### config.mk
export PLATFORM = sky130hd
export DESIGN_NAME = mmio_io_bridge
export DESIGN_NICKNAME = d
export VERILOG_FILES = /design/src/rtl/mmio_io_bridge.sv
export SDC_FILE = /design/constraint.sdc
export NUM_CORES = 1
export LEC_CHECK = 0
export ABC_AREA = 1
export CAP_MARGIN = 20
export CORE_UTILIZATION = 50
export CTS_BUF_LIST = sky130_fd_sc_hd__clkbuf_8
export CTS_CLUSTER_DIAMETER = 100
export DETAILED_ROUTE_END_ITERATION = 8
export PLACE_DENSITY_LB_ADDON = 0.12
export SLEW_MARGIN = 20
export SYNTH_ARGS = -nofsm -noshare
export SYNTH_HDL_FRONTEND = slang
export SYNTH_SLANG_ARGS = --single-unit
### constraint.sdc
create_clock -name clock -period 3.3 [get_ports clock]
set_clock_uncertainty 0.15 [all_clocks]
set_input_delay 0.495 -clock clock [delete_from_list [all_inputs] [get_ports clock]]
set_output_delay 0.495 -clock clock [all_outputs]
set_load 0.005 [all_outputs]
### src/rtl/mmio_io_bridge.sv
// Memory-mapped I/O bridge between the processor data port, dmem and the
// Pong peripherals: gated dmem writes, double-buffered display channels
// committed on frame start, a PS/2 scan-code FIFO and a frame counter.
module mmio_io_bridge #(
  parameter int ADDR_W     = 12,
  parameter int DATA_W     = 32,
  parameter int DMEM_LIMIT = 2000,
  parameter int IO_BASE    = 3000,
  parameter int NUM_CH     = 4,
  parameter int CH_W       = 10,
  parameter int KEY_DEPTH  = 8
) (
  input  logic                   clock,
  input  logic                   reset,
  input  logic [ADDR_W-1:0]      proc_addr,
  input  logic [DATA_W-1:0]      proc_wdata,
  input  logic                   proc_wren,
  output logic [DATA_W-1:0]      proc_q,
  output logic                   dmem_wren,
  input  logic [DATA_W-1:0]      dmem_q,
  input  logic                   ps2_key_pressed,
  input  logic [7:0]             ps2_key_data,
  input  logic                   vga_vs,
  output logic [NUM_CH*CH_W-1:0] ch_live,
  output logic                   frame_pulse
);

  localparam int PTR_W = (KEY_DEPTH > 1) ? $clog2(KEY_DEPTH) : 1;
  localparam int CNT_W = PTR_W + 1;
  localparam logic [31:0] OFF_CTRL   = 32'(NUM_CH);
  localparam logic [31:0] OFF_KDATA  = 32'(NUM_CH + 1);
  localparam logic [31:0] OFF_KSTAT  = 32'(NUM_CH + 2);
  localparam logic [31:0] OFF_FRAME  = 32'(NUM_CH + 3);
  localparam logic [31:0] WIN_SIZE   = 32'(NUM_CH + 4);

  // State registers
  logic [CH_W-1:0]   shadow_q  [NUM_CH];
  logic [CH_W-1:0]   shadow_d  [NUM_CH];
  logic [CH_W-1:0]   ch_live_q [NUM_CH];
  logic [CH_W-1:0]   ch_live_d [NUM_CH];
  logic              imm_q, imm_d;
  logic              frc_q, frc_d;
  logic [7:0]        key_mem_q [KEY_DEPTH];
  logic [7:0]        key_mem_d [KEY_DEPTH];
  logic [PTR_W-1:0]  wr_ptr_q, wr_ptr_d;
  logic [PTR_W-1:0]  rd_ptr_q, rd_ptr_d;
  logic [CNT_W-1:0]  key_cnt_q, key_cnt_d;
  logic              ovf_q, ovf_d;
  logic [31:0]       frame_cnt_q, frame_cnt_d;
  logic              vs_meta_q, vs_sync_q, vs_prev_q;
  logic              frame_pulse_q, frame_pulse_d;
  logic              sel_dmem_q, sel_dmem_d;
  logic [DATA_W-1:0] io_rdata_q, io_rdata_d;

  // Address decode
  logic [31:0] addr32;
  logic [31:0] off32;
  logic        is_dmem;
  logic        in_win;
  logic        io_wr;
  logic        key_empty;
  logic        key_full;
  logic        do_push;
  logic        do_pop;
  logic        ovf_set;
  logic        unused_wdata;

  assign addr32    = 32'(proc_addr);
  assign off32     = addr32 - 32'(IO_BASE);
  assign is_dmem   = addr32 < 32'(DMEM_LIMIT);
  assign in_win    = (addr32 >= 32'(IO_BASE)) && (off32 < WIN_SIZE);
  assign io_wr     = proc_wren && in_win;
  assign dmem_wren = proc_wren && is_dmem;
  assign unused_wdata = ^proc_wdata[DATA_W-1:CH_W];

  assign proc_q      = sel_dmem_q ? dmem_q : io_rdata_q;
  assign frame_pulse = frame_pulse_q;

  // Flatten committed channel values onto the output bus
  always_comb begin
    ch_live = '0;
    for (int i = 0; i < NUM_CH; i++) begin
      ch_live[i*CH_W +: CH_W] = ch_live_q[i];
    end
  end

  // Channel shadows, live values and CTRL: commit on frame or forced commit
  always_comb begin
    shadow_d  = shadow_q;
    ch_live_d = ch_live_q;
    imm_d     = imm_q;
    frc_d     = 1'b0;
    if (frame_pulse_q || frc_q) begin
      ch_live_d = shadow_q;
    end
    for (int i = 0; i < NUM_CH; i++) begin
      if (io_wr && (off32 == 32'(i))) begin
        shadow_d[i] = proc_wdata[CH_W-1:0];
        if (imm_q) begin
          ch_live_d[i] = proc_wdata[CH_W-1:0];
        end
      end
    end
    if (io_wr && (off32 == OFF_CTRL)) begin
      imm_d = proc_wdata[0];
      frc_d = proc_wdata[1];
    end
  end

  // Key FIFO: a pop on a full FIFO makes room for a same-cycle push
  always_comb begin
    key_empty = (key_cnt_q == '0);
    key_full  = (key_cnt_q == CNT_W'(KEY_DEPTH));
    do_pop    = io_wr && (off32 == OFF_KDATA) && !key_empty;
    do_push   = ps2_key_pressed && (!key_full || do_pop);
    ovf_set   = ps2_key_pressed && key_full && !do_pop;
    key_mem_d = key_mem_q;
    wr_ptr_d  = wr_ptr_q;
    rd_ptr_d  = rd_ptr_q;
    if (do_push) begin
      key_mem_d[wr_ptr_q] = ps2_key_data;
      wr_ptr_d            = wr_ptr_q + PTR_W'(1);
    end
    if (do_pop) begin
      rd_ptr_d = rd_ptr_q + PTR_W'(1);
    end
    key_cnt_d = key_cnt_q + CNT_W'(do_push) - CNT_W'(do_pop);
    ovf_d     = ovf_q;
    if (io_wr && (off32 == OFF_KSTAT)) begin
      ovf_d = 1'b0;
    end
    if (ovf_set) begin
      ovf_d = 1'b1;
    end
  end

  // Frame start detect on the synchronized vsync and frame counting
  always_comb begin
    frame_pulse_d = vs_sync_q && !vs_prev_q;
    frame_cnt_d   = frame_cnt_q + 32'(frame_pulse_q);
  end

  // I/O read mux, captured together with the dmem/I-O select
  always_comb begin
    io_rdata_d = '0;
    sel_dmem_d = is_dmem;
    if (in_win) begin
      for (int i = 0; i < NUM_CH; i++) begin
        if (off32 == 32'(i)) begin
          io_rdata_d = DATA_W'(ch_live_q[i]);
        end
      end
      if (off32 == OFF_CTRL) begin
        io_rdata_d = DATA_W'(imm_q);
      end
      if (off32 == OFF_KDATA) begin
        io_rdata_d = key_empty ? '0 : DATA_W'(key_mem_q[rd_ptr_q]);
      end
      if (off32 == OFF_KSTAT) begin
        io_rdata_d = DATA_W'({ovf_q, 8'(key_cnt_q)});
      end
      if (off32 == OFF_FRAME) begin
        io_rdata_d = DATA_W'(frame_cnt_q);
      end
    end
  end

  // Control and channel state with synchronous reset
  always_ff @(posedge clock) begin
    if (reset) begin
      for (int i = 0; i < NUM_CH; i++) begin
        shadow_q[i]  <= '0;
        ch_live_q[i] <= '0;
      end
      imm_q         <= 1'b0;
      frc_q         <= 1'b0;
      wr_ptr_q      <= '0;
      rd_ptr_q      <= '0;
      key_cnt_q     <= '0;
      ovf_q         <= 1'b0;
      frame_cnt_q   <= '0;
      vs_meta_q     <= 1'b0;
      vs_sync_q     <= 1'b0;
      vs_prev_q     <= 1'b0;
      frame_pulse_q <= 1'b0;
      sel_dmem_q    <= 1'b0;
      io_rdata_q    <= '0;
    end else begin
      shadow_q      <= shadow_d;
      ch_live_q     <= ch_live_d;
      imm_q         <= imm_d;
      frc_q         <= frc_d;
      wr_ptr_q      <= wr_ptr_d;
      rd_ptr_q      <= rd_ptr_d;
      key_cnt_q     <= key_cnt_d;
      ovf_q         <= ovf_d;
      frame_cnt_q   <= frame_cnt_d;
      vs_meta_q     <= vga_vs;
      vs_sync_q     <= vs_meta_q;
      vs_prev_q     <= vs_sync_q;
      frame_pulse_q <= frame_pulse_d;
      sel_dmem_q    <= sel_dmem_d;
      io_rdata_q    <= io_rdata_d;
    end
  end

  // Key storage needs no reset; the pointers and count define validity
  always_ff @(posedge clock) begin
    key_mem_q <= key_mem_d;
  end

endmodule

# Word level (Yosys, flattened, before mapping)
# Index checks and enable logic that the tools add are counted.
# Widths: inputs -> output; s select.
dict set report totals {
  register_bits 226
  latch_bits 0
  ramBits 0
  mem_bits_ro 0
  output_inout_bits 74
  word_cells 107
  mem_count 0
}
dict set report classes {
  add_sub_neg 6
  n_mul 0
  n_div 0
  order_cmp 6
  n_eq_ne 8
  n_shift 0
  mux 27
  bitwise_logic 4
  n_reduce_logical 27
}
# operator count
set ops {}
lappend ops {{$mux 32} 8}
lappend ops {{$eq 32x3->1 const B} 4}
lappend ops {{$mux 10} 9}
lappend ops {{$bwmux 64} 1}
lappend ops {{$eq 32x2->1 const B} 2}
lappend ops {{$mux 40} 1}
lappend ops {{$add 32x1->32} 1}
lappend ops {{$eq 32x1->1 const B} 1}
lappend ops {{$logic_not 32->1} 1}
lappend ops {{$lt 32x4->1 const B} 1}
lappend ops {{$mux 8} 4}
lappend ops {{$bmux 8 s3} 1}
lappend ops {{$demux 8 s3} 1}
lappend ops {{$logic_and 1x1->1} 16}
lappend ops {{$sub 12x12->13 const B} 1}
lappend ops {{$ge 12x12->1 const B} 1}
lappend ops {{$lt 12x11->1 const B} 1}
lappend ops {{$ge 4x4->1 const B} 2}
lappend ops {{$not 3->4} 2}
lappend ops {{$add 3x1->3 const B} 2}
lappend ops {{$add 4x1->4} 1}
lappend ops {{$eq 4x4->1 const B} 1}
lappend ops {{$logic_not 1->1} 4}
lappend ops {{$logic_not 4->1} 1}
lappend ops {{7 further kinds} 11}

# Depth between registers and ports, before layout
# Gate-level depths: netlist of run 1.
dict set report depth {
  ltp_word 10
  ltp_mapped 24
  depth_no_buf 23
}

# Least setup slack after synthesis of run 1
# Ideal clock, no wire load.
dict set report synth_path {
  kind {input to register}
  start {input port proc_addr[3]}
  end {register key_cnt_q[2]}
  setup_ps 128
  t_arrival_ps 2904
  required_time_ps 3022
  setup_slack_ps 118
  cell_stages 21
  n_path_buf 1
  path_cell_list {ha_1 nand2_1 nand2_1 xnor2_1 nand2_1 buf_6 inv_2 nand2_1 nor2_2 nand2_2 inv_6 nand3_4 nand2_4 nand2_4 ha_1 inv_1 ha_1 inv_1 fa_1 xor2_1 nor2_1}
}
dict set report synth_between {
  elab_chain_len 10
  elab_cells_between_ends 12
  classes_between {3 x add/sub; 2 x order compare; 1 x eq/ne; 6 x reduce/logical}
}
# element line_no
set synth_lines {}
lappend synth_lines {{start: declaration} 15} ;# input logic [ADDR_W-1:0] proc_addr,
lappend synth_lines {{$sub 12x12->13} 69} ;# assign off32 = addr32 - 32'(IO_BASE);
lappend synth_lines {{$lt 32x4->1} 71} ;# assign in_win = (addr32 >= 32'(IO_BASE)) && (off32 < WIN_SIZE);
lappend synth_lines {{$logic_and 1x1->1} 71}
lappend synth_lines {{$logic_and 1x1->1} 72} ;# assign io_wr = proc_wren && in_win;
lappend synth_lines {{$logic_and 1x1->1 (*) (2 in series)} 114} ;# do_pop = io_wr && (off32 == OFF_KDATA) && !key_empty;
lappend synth_lines {{$logic_or 1x1->1} 115} ;# do_push = ps2_key_pressed && (!key_full || do_pop);
lappend synth_lines {{$logic_and 1x1->1} 115}
lappend synth_lines {{$add 4x1->4} 127} ;# key_cnt_d = key_cnt_q + CNT_W'(do_push) - CNT_W'(do_pop);
lappend synth_lines {{$sub 4x1->4 (*)} 127}
lappend synth_lines {{end signal: assignment} 195} ;# key_cnt_q <= key_cnt_d;
lappend synth_lines {{end: declaration} 47} ;# logic [CNT_W-1:0] key_cnt_q, key_cnt_d;
# Every way passes the cells marked *; elsewhere a longest branch is shown, timed or not.
# A chain may end at the register's enable or synchronous reset.

# Worst setup path in the final report of run 1
dict set report layout_path {
  start {input port proc_addr[4]}
  end {register key_cnt_q[1]}
}
# The elaborated chain is that of the path after synthesis.

==> impl_metrics.toml, run 1 <==
[sta]
final_hold_viol_count = 0
min_period_ps = 3100
fmax_ghz = 0.323
period_share_pct = 93.9
slew_headroom_pct = 38.0
setup_viol = 0
tightest_slew_ps = 930
maxSlewViolCount = 0

[global_routing]
grt_usage_pct = 26.5
grt_pass1_wl_mm = 42.7
grt_overflow = 0
grt_max_degree = 82
met3_usage_pct = 4.67
met2_usage_pct = 41.5
busiest_layer = "met2"
grt_use_met1_pct = 36.6
antenna_found_initial = 0
grt_pass1_vias = 8348

[detailed_routing]
viasPerCell = 5.26
wl_per_cell_um = 15.7
ant_nets = 0
drt_iter0_markers = 667
drt_wl_total_mm = 26.8
vias = 9000
drc = 0
drt-pass1-iter-count = 5

[cells_and_area]
final_net_count = 1523
drive_above_1_share_pct = 12.0
insertedDiodeCount = 0
syn_to_final_growth_pct = 26.0
fill_cells = 1683
seq_area_um2 = 5160
fin_util_pct = 65.2
multi_input_area_um2 = 4290

[logic_synthesis]
synthTopCellsByArea = "dfxtp_1, edfxtp_1, o21ai_0, nand2_1, nor2_1"
ys_types = 49
ys_ff_latch = 226
synthFlopType = "dfxtp_1"
yosysWarnings = 0
syn-num-nets = 1343
synth_top_area_share_pct = 31.8
ys_async_sr_fraction_pct = 0
syn_inst = 1242
netlist_area_um2 = 10200
yosysSeqAreaShare_pct = 50.6
syn_area_per_cell_um2 = 8.22
synth_edf_count = 64
synth_top_area_cell = "dfxtp_1"

[critical_path]
path_max_fanout = 3
start_kind = "input port"
arrival_ps = 3350
cp-end-kind = "register"
criticalPathCategory = "in2reg"
cp.required_ps = 3550

[clocking]
insertion_delay_ps = 530
cts_made_buffers = 38
cts_root_buf = "clkbuf_8"
cts.clk_slew.worst_paths_ps = 60
cts_tree = "done"
clk_path_buf_depth = 3
numClockSinks = 226
postCtsHoldBufs = 0
h-tree-depth = 2

[floorplanning]
core-area_um2 = 19700
start_util_pct = 51.7
die_y_um = 145
die_x_um = 145
num_rows = 51
io_pins = 163
die-area_um2 = 21000

[power]
p_leak_nw = 4.99
p_per_area_nw_per_um2 = 451
finalPower_mw = 5.79
ir_drop_mv = 0.277

[placement]
hpwl_mm = 19.1
port-buffer-count = 140
gp_congestion = 0.879

[run]
cap_violations = 0

[hold_path]
hp-class = "reg2reg"

[run_status]
status = "finished clean"
==> layout by cell type, fill, tap and decap left out, drive strengths merged, types with 11 or more instances in the layout <==
cell | Yosys | routed
mux2 | 32 | 32
clkdlybuf4s50 | 0 | 139
nand3 | 42 | 42
clkbuf | 41 | 43
edfxtp | 64 | 64
o22ai | 16 | 16
nor2 | 169 | 169
o21ai | 164 | 164
buf | 12 | 53
nor3 | 23 | 23
inv | 147 | 161
dfxtp | 162 | 162
nand2 | 186 | 186
nand4 | 13 | 13
ha | 11 | 11
a21oi | 113 | 113
==> where the power goes <==
group          switching (mW)  leakage (nW)  internal [mW]
Sequential             0.0302          1.89           2.93
Combinational           0.326          2.70          0.261
Clock                    1.07         0.400           1.18
Total                    1.42          4.99           4.37
==> cell usage after synthesis (3+ instances only) <==
master,instances
a21oi_1,112
buf_1,5
buf_6,5
clkbuf_1,41
dfxtp_1,162
edfxtp_1,64
ha_1,11
inv_1,145
mux2_2,32
mux2i_1,3
nand2_1,179
nand2_4,5
nand3_1,41
nand3b_1,3
nand4_1,13
nor2_1,156
nor2_2,9
nor3_1,21
nor3b_1,4
o21a_1,5
o21ai_0,160
o21ai_1,4
o21bai_1,4
o221ai_1,6
o22ai_1,16
xor2_1,3
==> stage by stage <==
stage               setup WS, ps  hold slack, ps  std cells  instance area [um2]  setup TNS, ps
CTS                         83.7             235       1709                12800              0
finish                       202             239       1712                12900              0
global placement            -328             226       1644                12100          -5120
floorplan                    118             223       1242                10200              0
detailed placement          -426             229       1644                12100         -10430
global route               -20.2             254       1712                12900          -40.0
==> routing by layer <==
layer  up-vias  wire length, um  part of all wire (%)
met5         -                0                     0
met4         0              699                   2.6
met3        54             1880                   7.0
met2       319            12000                    45
met1      4117            12200                    46
li1       4510                -                     -
==> logic make-up (layout without fill, tap and decap cells) <==
logic type      after synthesis  after routing  synth area share [%]
buf+inv                     202            407                  7.87
xor+xnor                      5              5                 0.429
fa+ha+maj                    12             12                  1.55
compound gates              316            316                  16.4
simple gates                446            446                  19.3
flops                       226            226                  50.6
mux                          35             35                  3.83
==> repair_timing <==
action,in CTS,in global routing
endpoints found under the setup margin,0,5
gates resized for setup,0,14
buffers inserted,0,3
==> flip-flops by register name, summed over array words and instances (netlist names), 3 cells and up <==
register and cells:
ch_live 40, frame_cnt_q 32, io_rdata_q 32, key_cnt_q 4, key_mem_q 64, rd_ptr_q 3
shadow_q 40, wr_ptr_q 3
==> layout make-up <==
| class | instances | share of cell area, % |
|---|---|---|
| Sequential cell | 226 | 40.2 |
| Multi-Input combinational cell | 814 | 33.3 |
| Timing Repair Buffer | 193 | 14.2 |
| Clock buffer | 43 | 4.60 |
| Inverter | 149 | 4.39 |
| Tap cell | 265 | 2.58 |
| Clock inverter | 22 | 0.691 |
==> path summary, 6_finish.rpt <==
| kind | from | endpoint | slack [ps] | depth (start not counted) |
|---|---|---|---|---|
| setup / recovery | proc_addr[4] | key_cnt_q[1]$_SDFF_PP0_ | 200 | 18 |
| hold / removal | vs_prev_q$_SDFF_PP0_ | frame_pulse$_SDFF_PP0_ | 240 | 1 |
| setup reg to reg | frame_pulse$_SDFF_PP0_ | frame_cnt_q[24]$_SDFF_PP0_ | 500 | 15 |
| hold reg to reg | vs_prev_q$_SDFF_PP0_ | frame_pulse$_SDFF_PP0_ | 240 | 1 |
==> worst max-delay path: stages <==
cell,delay (ps)
clkdlybuf4s50_1,490
ha_2,200
nand2_1,80
nand2_2,100
xnor2_2,110
nand2_2,120
nor2_4,140
inv_1,80
nor3_4,240
nand3_4,110
nand2_4,80
nand2_4,40
ha_1,280
inv_1,50
ha_1,120
inv_1,60
fa_2,520
nor2_1,40
(Power assumes the default switching activity.)
==> run 2: changes to the inputs <==
PLACE_DENSITY = 0.82   (was not set)
PLACE_DENSITY_LB_ADDON = not set   (was 0.12)
SLEW_MARGIN = not set   (was 20)
==> impl_metrics.toml, run 2 (synthesis gave the netlist of run 1 again) <==
[placement]
gp_congestion = 0.927
port-buffer-count = 140
hpwl_mm = 18.9
dp_cells = 1649

[floorplanning]
io_pins = 163
start_util_pct = 51.7
die_y_um = 145
die_x_um = 145
die-area_um2 = 21000
core-area_um2 = 19700
num_rows = 51

[run_status]
status = "finished clean"

[global_routing]
grt_overflow = 0
grt_pass1_wl_mm = 41.8
grt_max_degree = 80
grt_pass1_vias = 8485
grt_usage_pct = 25.9
antenna_found_initial = 0

[critical_path]
crit_family = "adder cells"
cpMaxStageDelayCell = "clkdlybuf4s50_1"
slowest_delay_ps = 500
crit_path_frequent_cell = "inv_1"
worstReg2RegStart = "frame_pulse$_SDFF_PP0_"
critPathLaunch = "proc_addr[3]"
start_kind = "input port"
path_max_fanout = 3
cp-endpoint = "key_cnt_q[2]$_SDFF_PP0_"
cp.required_ps = 3550
r2r_cells = 15
cp_num_buf_inv = 4
arrival_ps = 3370
cp-end-kind = "register"
cp.depth = 19
criticalPathCategory = "in2reg"
rrSetupSlack_ps = 390
reg2reg_to = "frame_cnt_q[26]$_SDFF_PP0_"
crit_chain = "clkdlybuf4s50_1, ha_2, nand2_1, nand2_2, xnor2_2, nand2_2, nor2_4, inv_1, nor3_4, nand3_4, nand2_4, nand2_4, ha_1, inv_1, ha_1, inv_1, fa_2, xor2_1, nor2_1"

[clocking]
h-tree-depth = 2
insertion_delay_ps = 530
cts_tree = "done"
numClockSinks = 226
cts_root_buf = "clkbuf_8"
cts_made_buffers = 37
clk_path_buf_depth = 3
postCtsHoldBufs = 0
cts.clk_slew.worst_paths_ps = 60

[detailed_routing]
drt_wl_total_mm = 26.8
ant_nets = 0
drt-met1-wl_mm = 11.3
dr_wl_met2_mm = 12.3
drc = 0
viasPerCell = 5.34
drt_iter0_markers = 721
vias = 9156
drt-pass1-iter-count = 5
wl_per_cell_um = 15.6
routed.top_layer = "met4"
met3WireLength_mm = 2.39

[cells_and_area]
seq_area_um2 = 5160
fill_cells = 1584
insertedDiodeCount = 0
drive_above_1_share_pct = 12.5
largest_register_ffs = 64
multi_input_area_um2 = 4290
syn_to_final_growth_pct = 27.0
final_net_count = 1525
layout_common_cells = "nand2_1, dfxtp_1, o21ai_0"
largest_register = "key_mem_q"
fin_cells = 1716
final_common_cell = "nand2_1"

[sta]
whs_ps = 241
min_period_ps = 3120
tightest_slew_ps = 874
slew_headroom_pct = 41.6
maxSlewViolCount = 0
final_hold_viol_count = 0
period_share_pct = 94.7
setup_viol = 0
fmax_ghz = 0.320

[power]
p_leak_nw = 5.03
ir_drop_mv = 0.317
p_per_area_nw_per_um2 = 469

[hold_path]
worstHoldStart = "vs_prev_q$_SDFF_PP0_"
hp-class = "reg2reg"

[run]
cap_violations = 0
run 2: cell count changes in the layout (fill, tap and decap cells not counted), sizes merged:
| cell | before | now |
|---|---|---|
| inv | 161 | 157 |
| bufinv | 0 | 3 |
| clkbuf | 43 | 44 |
| dlymetal6s2s | 1 | 0 |
| clkdlybuf4s50 | 139 | 140 |
| clkinvlp | 1 | 2 |
| buf | 53 | 56 |
run 2: worst min path at each step:
stage / to / cells past startpoint
floorplan: frame_pulse$_SDFF_PP0_ / 1
global placement: frame_pulse$_SDFF_PP0_ / 1
detailed placement: frame_pulse$_SDFF_PP0_ / 1
CTS: frame_pulse$_SDFF_PP0_ / 1
global route: frame_pulse$_SDFF_PP0_ / 1
finish: frame_pulse$_SDFF_PP0_ / 1
run 2: repair_timing:
| action | in CTS | in global routing |
|---|---|---|
| setup buffers | 0 | 1 |
| gates resized for setup | 0 | 11 |
| setup endpoints to repair | 0 | 3 |
run 2: per-stage QoR:
| step | util (%) | instance area [um2] | setup WS [ps] | power (mW) | TNS, ps |
|---|---|---|---|---|---|
| 6_report | 65.7 | 13000 | 176 | 6.07 | 0 |
| 2_1_floorplan | - | 10200 | 118 | 3.31 | 0 |
| 3_3_place_gp | 61.5 | 12100 | -290 | 3.56 | -2220 |
| 4_1_cts | 65.5 | 12900 | 124 | 6.08 | 0 |
| 3_5_place_dp | 61.5 | 12100 | -408 | 3.58 | -8100 |
| 5_1_grt | 65.7 | 13000 | -38.7 | 6.31 | -75.9 |
run 2: cell type report:
type                       instances  share of cell area, %
sequential                       226                   39.8
multi-input combinational        814                   33.1
timing repair buffer             196                   14.2
clock buffer                      44                   4.67
inverter                         149                   4.35
tap                              265                   2.56
clock inverter                    22                   1.35
run 2: routing by layer:
layer,up-vias,GRT usage [%]
met4,0,10.1
met1,4176,33.7
met3,52,4.84
met2,413,42.8
met5,-,0
li1,4515,-
run 2: report_power, final:
group / internal [mW] / switching (mW)
clock: 1.45 / 1.08
sequential: 2.93 / 0.0321
combinational: 0.257 / 0.323
==> run 3: changes to the inputs <==
CORE_ASPECT_RATIO = 1.25   (was not set)
==> impl_metrics.toml, run 3 (synthesis gave the netlist of run 1 again) <==
[power]
power_frac_seq_pct = 48.2
clock_power_share_pct = 42.3
finalPower_mw = 6.14
p_leak_nw = 5.01
p_int_mw = 4.71
swShare_pct = 23.2
ir_drop_mv = 0.361
combPwrFrac_pct = 9.5
p_per_area_nw_per_um2 = 474
switchingPower_mw = 1.42

[cells_and_area]
largest_register_ffs = 64
fin_util_pct = 64.7
final_common_cell = "nand2_1"
insertedDiodeCount = 0
drive_above_1_share_pct = 12.6
final_net_count = 1519
fin_cells = 1712
layout_common_cells = "nand2_1, dfxtp_1, o21ai_0"
syn_to_final_growth_pct = 27.0
largest_register = "key_mem_q"

[sta]
fmax_ghz = 0.320
whs_ps = 238
tightest_slew_ps = 917
min_period_ps = 3130
tns_ps = 0
final_hold_viol_count = 0
maxSlewViolCount = 0
setup_viol = 0
period_share_pct = 94.8
slew_headroom_pct = 38.8

[critical_path]
criticalPathCategory = "in2reg"
cp_num_buf_inv = 4
start_kind = "input port"
crit_family = "adder cells"
crit_chain = "clkdlybuf4s50_1, ha_2, nand2_2, nand2_2, nand3_1, nand2_1, nand2_1, buf_4, a21oi_2, nand2_1, nor2_2, nand2_2, nor2_2, ha_2, inv_1, ha_1, inv_2, fa_2, nor2_1"
cpMaxStageDelayCell = "fa_2"
cp.required_ps = 3510
arrival_ps = 3340
slowest_delay_ps = 510
cp-end-kind = "register"
path_max_fanout = 3

[clocking]
cts_root_buf = "clkbuf_8"
clk_path_buf_depth = 3
h-tree-depth = 2
postCtsHoldBufs = 0
cts_made_buffers = 34
insertion_delay_ps = 510
cts_tree = "done"
cts.clk_slew.worst_paths_ps = 60
numClockSinks = 226

[detailed_routing]
viasPerCell = 5.37
drt_iter0_markers = 651
drc = 0
drt-pass1-iter-count = 7
wl_per_cell_um = 15.9
ant_nets = 0
drt_wl_total_mm = 27.2
vias = 9196

[floorplanning]
die_y_um = 162
core-area_um2 = 20000
die_x_um = 130
io_pins = 163
die-area_um2 = 21000
start_util_pct = 50.9
num_rows = 58

[global_routing]
grt_overflow = 0
grt_pass1_vias = 8614
grt_pass1_wl_mm = 42.5
grt_usage_pct = 25.8
antenna_found_initial = 0
grt_max_degree = 81

[hold_path]
hp-class = "reg2reg"

[placement]
dp_cells = 1650
gp_congestion = 0.944
hpwl_mm = 19.4
port-buffer-count = 140

[run]
cap_violations = 0

[run_status]
status = "finished clean"
-- run 3: cell count changes in the layout (fill, tap and decap cells not counted), moves of 2 or more --
cell,previous run,this run
nor2_2,8,12
nor2_4,5,3
nor2_1,154,152
inv_1,154,150
clkinv_1,4,2
clkinvlp_4,2,0
buf_4,55,51
nand2_2,5,7
nand2_1,176,174
clkbuf_8,44,41
bufinv_16,3,5
-- run 3: routing by layer --
metal  share of wire [%]  track usage [%]  up-vias
met2                  50             45.8      376
met3                 6.3             3.43       80
met1                  39             30.1     4251
met4                 4.4             12.7        0
li1                    -                -     4489
met5                   0                0        -
-- run 3: power by group through the flow --
stage	clock network, mW	logic [mW]	registers, mW
CTS	2.62	0.564	2.96
global route	2.73	0.637	2.96
global placement	0	0.543	3.01
finish	2.60	0.581	2.96
detailed placement	0	0.557	3.02
floorplan	0	0.305	3.01
-- run 3: cell type report --
cell class	instances	area (um2)
Timing Repair Buffer	193	1830
Clock buffer	41	564
Tap cell	270	338
Sequential cell	226	5160
Clock inverter	19	215
Inverter	149	564
Fill cell	1623	7070
Multi-Input combinational cell	814	4280
-- run 3: timing repair --
action                     4_1_cts  5_1_grt
setup endpoints to repair        0        3
setup buffers                    0        2
gates resized for setup          0       16
-- run 3: through the flow --
| stage | cell area (um2) | worst slack, ps |
|---|---|---|
| 2_1_floorplan | 10200 | 118 |
| 3_3_place_gp | 12100 | -288 |
| 6_report | 13000 | 172 |
| 3_5_place_dp | 12100 | -436 |
| 4_1_cts | 12900 | 58.7 |
| 5_1_grt | 13000 | -26.2 |
-- run 3: final timing paths --
| path | start | endpoint | slack, ps | cells after the start |
|---|---|---|---|---|
| hold reg to reg | vs_prev_q$_SDFF_PP0_ | frame_pulse$_SDFF_PP0_ | 240 | 1 |
| hold / removal | vs_prev_q$_SDFF_PP0_ | frame_pulse$_SDFF_PP0_ | 240 | 1 |
| setup / recovery | proc_addr[3] | key_cnt_q[1]$_SDFF_PP0_ | 170 | 19 |
| setup reg to reg | frame_pulse$_SDFF_PP0_ | frame_cnt_q[24]$_SDFF_PP0_ | 410 | 15 |
